<file path="src/rtl/pipe_elastic.sv">
// pipe_elastic: DEPTH-stage elastic pipeline with halt sideband, flush, sticky hlt and occupancy count.
// Optional one-entry input skid slot with registered in_ready, enabled by defining PIPE_SKID_EN.
module pipe_elastic #(
   parameter int DWIDTH = 16,
   parameter int DEPTH  = 4,
   parameter int CWIDTH = 4
) (
   input  logic              clk,
   input  logic              rst,
   input  logic              in_valid,
   output logic              in_ready,
   input  logic [DWIDTH-1:0] in_data,
   input  logic              in_halt,
   output logic              out_valid,
   input  logic              out_ready,
   output logic [DWIDTH-1:0] out_data,
   output logic              out_halt,
   input  logic              flush,
   output logic              hlt,
   output logic [CWIDTH-1:0] occupancy
);

   if (DWIDTH < 1 || DWIDTH > 64) begin : g_bad_dwidth
      $error("pipe_elastic: DWIDTH must be 1..64");
   end
   if (DEPTH < 1 || DEPTH > 8) begin : g_bad_depth
      $error("pipe_elastic: DEPTH must be 1..8");
   end
   if ((1 << CWIDTH) <= DEPTH + 1) begin : g_bad_cwidth
      $error("pipe_elastic: CWIDTH too narrow for DEPTH+1");
   end

   localparam logic [CWIDTH-1:0] OCC_ONE = CWIDTH'(1);

   function automatic logic [CWIDTH-1:0] occ_step(input logic [CWIDTH-1:0] cur,
                                                 input logic              inc,
                                                 input logic              dec);
      logic [CWIDTH-1:0] nxt;
      nxt = cur;
      if (inc && !dec) begin
         nxt = cur + OCC_ONE;
      end else if (dec && !inc) begin
         nxt = cur - OCC_ONE;
      end
      return nxt;
   endfunction

   logic [DEPTH-1:0]  vld_p;
   logic [DEPTH-1:0]  hlt_p;
   logic [DWIDTH-1:0] dat_p [DEPTH];
   logic [DEPTH-1:0]  load;
   logic              chain_full;
   logic              accept;
   logic              xfer_out;
   logic              halt_seen;
   logic              halt_seen_nxt;
   logic              s0_vld_in;
   logic [DWIDTH-1:0] s0_dat_in;
   logic              s0_hlt_in;

   assign accept    = in_valid & in_ready;
   assign out_valid = vld_p[DEPTH-1];
   assign out_data  = dat_p[DEPTH-1];
   assign out_halt  = hlt_p[DEPTH-1];
   assign xfer_out  = out_valid & out_ready;

   assign halt_seen_nxt = ~flush & (halt_seen | (accept & in_halt));

   // A stage may load whenever some stage at or below it is empty, or the tail is draining.
   always_comb begin
      load       = '0;
      chain_full = 1'b1;
      for (int k = 0; k < DEPTH; k++) begin
         chain_full = 1'b1;
         for (int j = k; j < DEPTH; j++) begin
            chain_full = chain_full & vld_p[j];
         end
         load[k] = ~chain_full | out_ready;
      end
   end

`ifdef PIPE_SKID_EN
   logic              skid_vld;
   logic              skid_vld_nxt;
   logic [DWIDTH-1:0] skid_dat;
   logic              skid_hlt;
   logic              in_ready_r;

   assign in_ready     = in_ready_r & ~flush;
   assign skid_vld_nxt = load[0] ? 1'b0 : (skid_vld | accept);

   // The skid entry always wins stage 0; in_ready is low while it is occupied.
   assign s0_vld_in = skid_vld | accept;
   assign s0_dat_in = skid_vld ? skid_dat : in_data;
   assign s0_hlt_in = skid_vld ? skid_hlt : in_halt;

   always_ff @(posedge clk or posedge rst) begin
      if (rst) begin
         skid_vld   <= 1'b0;
         skid_dat   <= '0;
         skid_hlt   <= 1'b0;
         in_ready_r <= 1'b1;
      end else if (flush) begin
         skid_vld   <= 1'b0;
         in_ready_r <= 1'b1;
      end else begin
         skid_vld <= skid_vld_nxt;
         if (!load[0] && accept) begin
            skid_dat <= in_data;
            skid_hlt <= in_halt;
         end
         in_ready_r <= ~skid_vld_nxt & ~halt_seen_nxt;
      end
   end
`else
   assign in_ready  = load[0] & ~halt_seen & ~flush;
   assign s0_vld_in = accept;
   assign s0_dat_in = in_data;
   assign s0_hlt_in = in_halt;
`endif

   // Stage 0 takes the input side; stage k takes stage k-1.
   always_ff @(posedge clk or posedge rst) begin
      if (rst) begin
         vld_p <= '0;
         hlt_p <= '0;
         for (int k = 0; k < DEPTH; k++) begin
            dat_p[k] <= '0;
         end
      end else begin
         if (load[0]) begin
            vld_p[0] <= s0_vld_in;
            dat_p[0] <= s0_dat_in;
            hlt_p[0] <= s0_hlt_in;
         end
         for (int k = 1; k < DEPTH; k++) begin
            if (load[k]) begin
               vld_p[k] <= vld_p[k-1];
               dat_p[k] <= dat_p[k-1];
               hlt_p[k] <= hlt_p[k-1];
            end
         end
         if (flush) begin
            vld_p <= '0;
         end
      end
   end

   // A halt token leaving during a flush cycle still counts as delivered.
   always_ff @(posedge clk or posedge rst) begin
      if (rst) begin
         halt_seen <= 1'b0;
         hlt       <= 1'b0;
         occupancy <= '0;
      end else begin
         halt_seen <= halt_seen_nxt;
         if (xfer_out && out_halt) begin
            hlt <= 1'b1;
         end
         occupancy <= flush ? '0 : occ_step(occupancy, accept, xfer_out);
      end
   end

endmodule

</file>
<file path="config.mk">
export PLATFORM = sky130hd
export DESIGN_NAME = pipe_elastic
export DESIGN_NICKNAME = d
export VERILOG_FILES = /design/src/rtl/pipe_elastic.sv
export SDC_FILE = /design/constraint.sdc
export NUM_CORES = 1
export LEC_CHECK = 0
export BUFFER_PORTS_ARGS = -buffer_cell sky130_fd_sc_hd__buf_2
export CORE_UTILIZATION = 30
export CTS_CLUSTER_SIZE = 12
export DETAILED_ROUTE_END_ITERATION = 10
export SLEW_MARGIN = 15
export SYNTH_ARGS = -nofsm -noshare
export SYNTH_HDL_FRONTEND = slang
export SYNTH_SLANG_ARGS = --single-unit
</file>
<file path="constraint.sdc">
create_clock -name clk -period 3.4 [get_ports clk]
set_input_delay 1.02 -clock clk [delete_from_list [all_inputs] [get_ports clk]]
set_output_delay 1.02 -clock clk [all_outputs]
set_load 0.005 [all_outputs]
</file>
==> flow_metrics.tcl, run 1 <==
set metrics [dict create \
    muxShareOfSynthArea_pct 19.3 \
    fin_setup_tns_ns 0 \
    final_common_cell "dfrtp_1" \
    synth-compound-area-share_pct 2.53 \
    numCtsBuffers 9 \
    dpl.cell_count 415 \
    n_fill_cell 1040 \
    holdPathStages 2 \
    cp_max_fo 5 \
    power.leakage_nw 1.80 \
    crit_arrival_ns 1.75 \
    insertion_delay_ns 0.36 \
    die_area_um2 11400 \
    synth_simple_gate_area_share_pct 10.7 \
    ys_seq_area_share_pct 59.0 \
    cap_violations 0 \
    antenna_cells 0 \
    nets 315 \
    rows 37 \
    coreArea_um2 10500 \
    fmax_mhz 361 \
    grt_pass1_wl_um 9920 \
    crit_chain "buf_2 -> nor2b_4 -> and2_1 -> nor3_2 -> buf_2" \
    slowest_stage "and2_1" \
    reg2reg_from "vld_p[3]" \
    synth_cells 257 \
    hp-start "dat_p[56]" \
    die-height_um 107 \
    ys.flop_type "dfrtp_1" \
    vias 1876 \
    drt-pass1-iter-count 4 \
    yosys.area.top_type "dfrtp_1" \
    globalplace.congestion 0.727 \
    min_path_type "flop to flop" \
    slew_violations 0 \
    async_flop_share_pct 100 \
    clk_pin_slew_worst_paths_ns 0.07 \
    clockRootBuffer "clkbuf_8" \
    cp.required_ns 2.38 \
    grt_pass1_vias 1928 \
    ys_types 37 \
    end_kind "primary output" \
    cp-start-kind "primary input" \
    use_met2_pct 18.6 \
    first_iter_violations 35 \
    port_buffers 45 \
    grtUsageTotal_pct 11.8 \
    dieWidth_um 107 \
    syn_nets 282 \
    reg2reg_to "occupancy[3]" \
    synth_area_um2 3310 \
    top_usage_layer "met2" \
    hold_buffers 0 \
    critPathMaxStageDelay_ns 0.21 \
    final_cell_area_um2 3760 \
    cts_tree "done" \
    wl_per_cell_um 14.0 \
    irDropWorstVdd_v 0.000217 \
    drive_above_1_share_pct 41.5 \
    rsz0062_at_grt "false" \
    status "finished, final reports clean" \
    clk_path_buf_depth 2 \
    avgSynthCellArea_um2 12.9 \
    r2r.worst_path.cells 8 \
    synthXorXnorAreaFrac_pct 0.265 \
    drc 0 \
    startpoint "out_ready" \
    period_share_pct 81.4 \
    ios 46 \
    postCtsSetupBuffers 0 \
    routed_wl_um 6000 \
    yosys_warnings 0 \
    antenna_left 0 \
    final_cell_mix "dfrtp_1 (78), nand2_1 (52), buf_2 (45)" \
    whs_endpoint "dat_p[56]" \
    hold_viol_final 0 \
    clock-sinks 78 \
    worstMarginPinSlew_ns 0.825 \
    overflow 0 \
    cpMostUsedCell "buf_2" \
    cellPowerDensity_nw_per_um2 509 \
    cts-resized-gates 0 \
    synth_seq_cells 78 \
    grt_start_max_net_pins 46 \
    grtUsageMet3_pct 4.50 \
    place_area_um2 3550 \
    slew_headroom_pct 44.8 \
    antenna_found_initial 0 \
    period_minus_slack_ns 2.77 \
    ys_top_cells_by_area "dfrtp_1 (59%), mux2_2 (14%), nand2_1 (5.9%)" \
    finClkSkew_ns 0.00975 \
    area_delta_synth_final_pct 13.8 \
    netlist.area_leader.share_pct 59.0 \
    start_util_pct 31.5 \
    instances_no_fill 430 \
    grt_use_met1_pct 14.5 \
    crit_type "primary input to primary output" \
    dp_hpwl_um 3920 \
    synth_adder_area_share_pct 1.36 \
    synth_edf_count 0 \
    setup_viol 0 \
    via_per_inst 4.36 \
    power_mw 1.92 \
    htree_num_levels 3 \
    worst-r2r-setup-slack_ns 0.94 \
    synth_top_family_by_area "multiplexers" \
]
[report_power, final]
part           switching (mW)  internal [mW]  total (mW)
combinational          0.0722         0.0843       0.156
clock                   0.340          0.407       0.748
sequential             0.0312          0.981        1.01
[Yosys cell counts, types with 2 or more instances]
cell type and number:
dfrtp_1 78, nand2_1 52, mux2_2 42, buf_4 21, mux2_4 9, a21oi_1 7, inv_1 6, nor2_1 4
buf_6 3, nand2b_1 3, and3_1 2, ha_1 2, mux2i_1 2, nand3_1 2, nor3_1 2
[per-layer routing]
metal,vias to the layer above,share of wire (%)
li1,900,-
met1,936,46
met2,31,48
met3,9,4.2
met4,0,1.6
met5,-,0
[cell type report]
cell class | instances | area (um2) | share of cell area (%)
inverter | 6 | 23.8 | 0.632
clock buffer | 9 | 124 | 3.29
sequential | 78 | 1950 | 51.9
tap | 136 | 170 | 4.52
timing repair buffer | 48 | 273 | 7.25
multi-input combinational | 147 | 1130 | 30.1
clock inverter | 6 | 87.6 | 2.33
[cells by family after synthesis]
family	Yosys count
compound gates	14
buf+inv	32
fa+ha+maj	3
mux	54
xor+xnor	1
simple gates	75
flops	78
[stage by stage]
step                      hold slack [ns]  setup WS, ns  utilization [%]
after detailed placement            0.451         0.346             33.8
final                               0.463         0.632             35.8
after global placement              0.445         0.418             33.8
after floorplan                     0.432         0.385                -
after global routing                0.497         0.569             35.8
after CTS                           0.469         0.624             35.8
[state kept, by name, summed over array words and instances (netlist names)]
register / cells
occupancy: 4
hlt_p: 4
hlt: 1
dat_p: 48
halt_seen: 1
out_data: 16
vld_p: 4
[how the worst max path moves through the flow]
stage	end	slack [ns]	depth (start not counted)
2_1_floorplan	dat_p[16]	0.38	1
3_3_place_gp	occupancy[3]	0.42	9
3_5_place_dp	occupancy[3]	0.35	9
4_1_cts	in_ready	0.62	5
5_1_grt	occupancy[3]	0.57	9
6_report	in_ready	0.63	5
[worst max-delay path: cells and delay by family]
kind	cells	cell delay, ns
and+or+nand+nor	3	0.46
buffers and inverters	2	0.27
Power figures use the tool's default switching activity.
==> run 2, diff against run 1 <==
Settings changed: ABC_AREA set to 1.
Clock period 3.4 ns to 2.88 ns, I/O delays scaled along.
==> run 2 against run 1 <==
  * Cell area fell by 2.8%
  * Sequential cell count did not move
  * Critical path depth rose by 1
  * Via count rose by 12%
  * Clock skew fell by 0.0058 ns
  * Synthesized cell count rose by 24%
  * Total power rose by 10%
  * Sequential power rose by 18%
  * Hold slack improved by 0.0090 ns
==> flow_metrics.tcl, run 2 <==
set metrics [dict create \
    irDropWorstVdd_v 0.000171 \
    clockRootBuffer "clkbuf_8" \
    worstMarginPinSlew_ns 0.408 \
    first_iter_violations 133 \
    antenna_cells 0 \
    vias 2092 \
    yosys-top-cells-count "nand2_1 (102), dfrtp_1 (78), o21ai_0 (38), inv_1 (26)" \
    avgSynthCellArea_um2 10.1 \
    setup_viol 0 \
    cellPowerDensity_nw_per_um2 578 \
    routed_wl_um 5610 \
    rows 37 \
    critPathMaxStageDelay_ns 0.21 \
    synth_edf_count 0 \
    cp_top_family "buffers and inverters" \
    ys_seq_area_share_pct 60.8 \
    postCtsSetupBuffers 0 \
    slowest_stage "nand3_2" \
    syn_nets 344 \
    worst-path-buf-inv 3 \
    synth-compound-area-share_pct 6.98 \
    wl_per_cell_um 11.4 \
    die-height_um 105 \
    netlist.area_leader.share_pct 60.8 \
    drt-pass1-iter-count 5 \
    cts_tree "done" \
    synth_seq_cells 78 \
    insertion_delay_ns 0.34 \
    cp.required_ns 2.02 \
    rsz0062_at_grt "false" \
    cap_violations 0 \
    final_common_cell "nand2_1" \
    grt_start_max_net_pins 79 \
    grt_pass1_wl_um 10000 \
    holdWs_ns 0.472 \
    grtUsageTotal_pct 11.7 \
    yosys_warnings 0 \
    period_share_pct 86.5 \
    final_cell_mix "nand2_1 (102), dfrtp_1 (78), buf_2 (45)" \
    hold_viol_final 0 \
    area_delta_synth_final_pct 13.9 \
    clock-sinks 78 \
    dp_hpwl_um 3970 \
    antenna_left 0 \
    dieWidth_um 105 \
    fin_setup_tns_ns 0 \
    min_path_type "flop to flop" \
    ios 46 \
    htree_num_levels 3 \
    synthXorXnorAreaFrac_pct 0.273 \
    yosys.area.top_type "dfrtp_1" \
    async_flop_share_pct 100 \
    synth_simple_gate_area_share_pct 16.0 \
    regMostFlops "dat_p" \
    cpMostUsedCell "buf_2" \
    n_fill_cell 1080 \
    nets 379 \
    synth.most_common_cell "nand2_1" \
    clk_pin_slew_worst_paths_ns 0.07 \
    synth_top_family_by_area "simple AND/OR/NAND/NOR gates" \
    clk_path_buf_depth 2 \
    synth_adder_area_share_pct 1.40 \
    slew_violations 0 \
    ys_top_cells_by_area "dfrtp_1 (61%), nand2_1 (12%), o21ai_0 (5.9%)" \
    period_minus_slack_ns 2.49 \
    crit_arrival_ns 1.63 \
    globalplace.congestion 0.778 \
    drive_above_1_share_pct 24.6 \
    fmax_mhz 401 \
    dpl.cell_count 479 \
    ys.flop_type "dfrtp_1" \
    muxShareOfSynthArea_pct 5.61 \
    synth_area_um2 3210 \
    cp-start-kind "primary input" \
    synth_cells 319 \
    instances_no_fill 493 \
    power.leakage_nw 1.81 \
    via_per_inst 4.24 \
    ys_types 27 \
    port_buffers 45 \
    crit_type "primary input to primary output" \
    numCtsBuffers 9 \
    crit_chain "buf_2 -> nor2_4 -> nand3_2 -> inv_2 -> nor3_1 -> buf_2" \
    hold_buffers 0 \
    overflow 0 \
    finClkSkew_ns 0.00392 \
    power_mw 2.11 \
    drc 0 \
    die_area_um2 11100 \
    coreArea_um2 10400 \
    antenna_found_initial 0 \
    slew_headroom_pct 72.8 \
    cp_max_fo 9 \
    cts-resized-gates 0 \
    end_kind "primary output" \
    grt_pass1_vias 2183 \
    start_util_pct 31.0 \
    status "finished, final reports clean" \
    largest_reg_flops 48 \
]
[run 2: cell types whose count changed after synthesis, sizes merged, moves of 3 or more]
cell / before / now
nor2: 4 / 10
buf: 25 / 22
nor2b: 3 / 0
clkbuf: 1 / 5
inv: 6 / 27
nand2b: 3 / 0
mux2: 52 / 16
o21ai: 1 / 39
a21oi: 7 / 2
nand4: 1 / 4
nand2: 54 / 103
[run 2: through the flow]
| stage | worst slack (ns) | utilization [%] | instance area [um2] |
|---|---|---|---|
| after floorplan | 0.0210 | - | 3210 |
| after global placement | 0.360 | 33.6 | 3480 |
| after detailed placement | 0.194 | 33.6 | 3480 |
| after CTS | 0.383 | 35.3 | 3660 |
| after global routing | 0.287 | 35.3 | 3660 |
| final | 0.389 | 35.3 | 3660 |
[run 2: power breakdown]
part	total (mW)	leakage (nW)	internal [mW]	switching [mW]
logic	0.191	0.797	0.0849	0.106
clock network	0.729	0.0914	0.373	0.356
registers	1.19	0.926	1.16	0.0340
[run 2: worst reg2reg max path: stages (launching register included)]
cell and delay [ns]:
dfrtp_1 0.42, nand2_1 0.12, nor2_4 0.04, nand3_2 0.18, nand4_4 0.19, ha_1 0.39
a21oi_1 0.23, nand2_1 0.09, nand2_1 0.07, nand2_1 0.06, nand2_1 0.07, nand2_1 0.05
nand2_1 0.06, nand2_1 0.05
[run 2: worst paths after layout]
kind | startpoint | slack (ns) | end | cells after the start
worst min-delay path | dat_p[59] | 0.47 | dat_p[59] | 2
worst min register to register | dat_p[59] | 0.47 | dat_p[59] | 2
worst max-delay path | out_ready | 0.39 | in_ready | 6
max in group asynchronous | rst | 1.97 | out_data[6] | 3
worst max register to register | vld_p[3] | 0.76 | occupancy[3] | 13
min in group asynchronous | rst | 0.58 | out_data[10] | 3
[run 2: final cells by class]
type | instances | area (um2) | area share (%)
multi-input cells | 186 | 972 | 26.6
clock buffers | 13 | 169 | 4.62
inverters | 28 | 106 | 2.91
flip-flops and latches | 78 | 1950 | 53.4
repair buffers | 51 | 283 | 7.73
clock inverters | 1 | 5.00 | 0.137
well taps | 136 | 170 | 4.65
[run 2: logic make-up after synthesis]
family          count (synthesis)
xor+xnor                        1
mux                            16
buf+inv                        55
simple gates                  123
flops                          78
fa+ha+maj                       3
compound gates                 43
[run 2: routing by layer]
layer  wire (um)  vias up  share of wire (%)  GRT usage [%]
met1        2660      971                 48           13.9
met4         143        0                2.6           6.04
met3         401       11                7.2           5.44
met2        2400       50                 43           17.7
met5           0        -                  0              0
li1            -     1060                  -              -
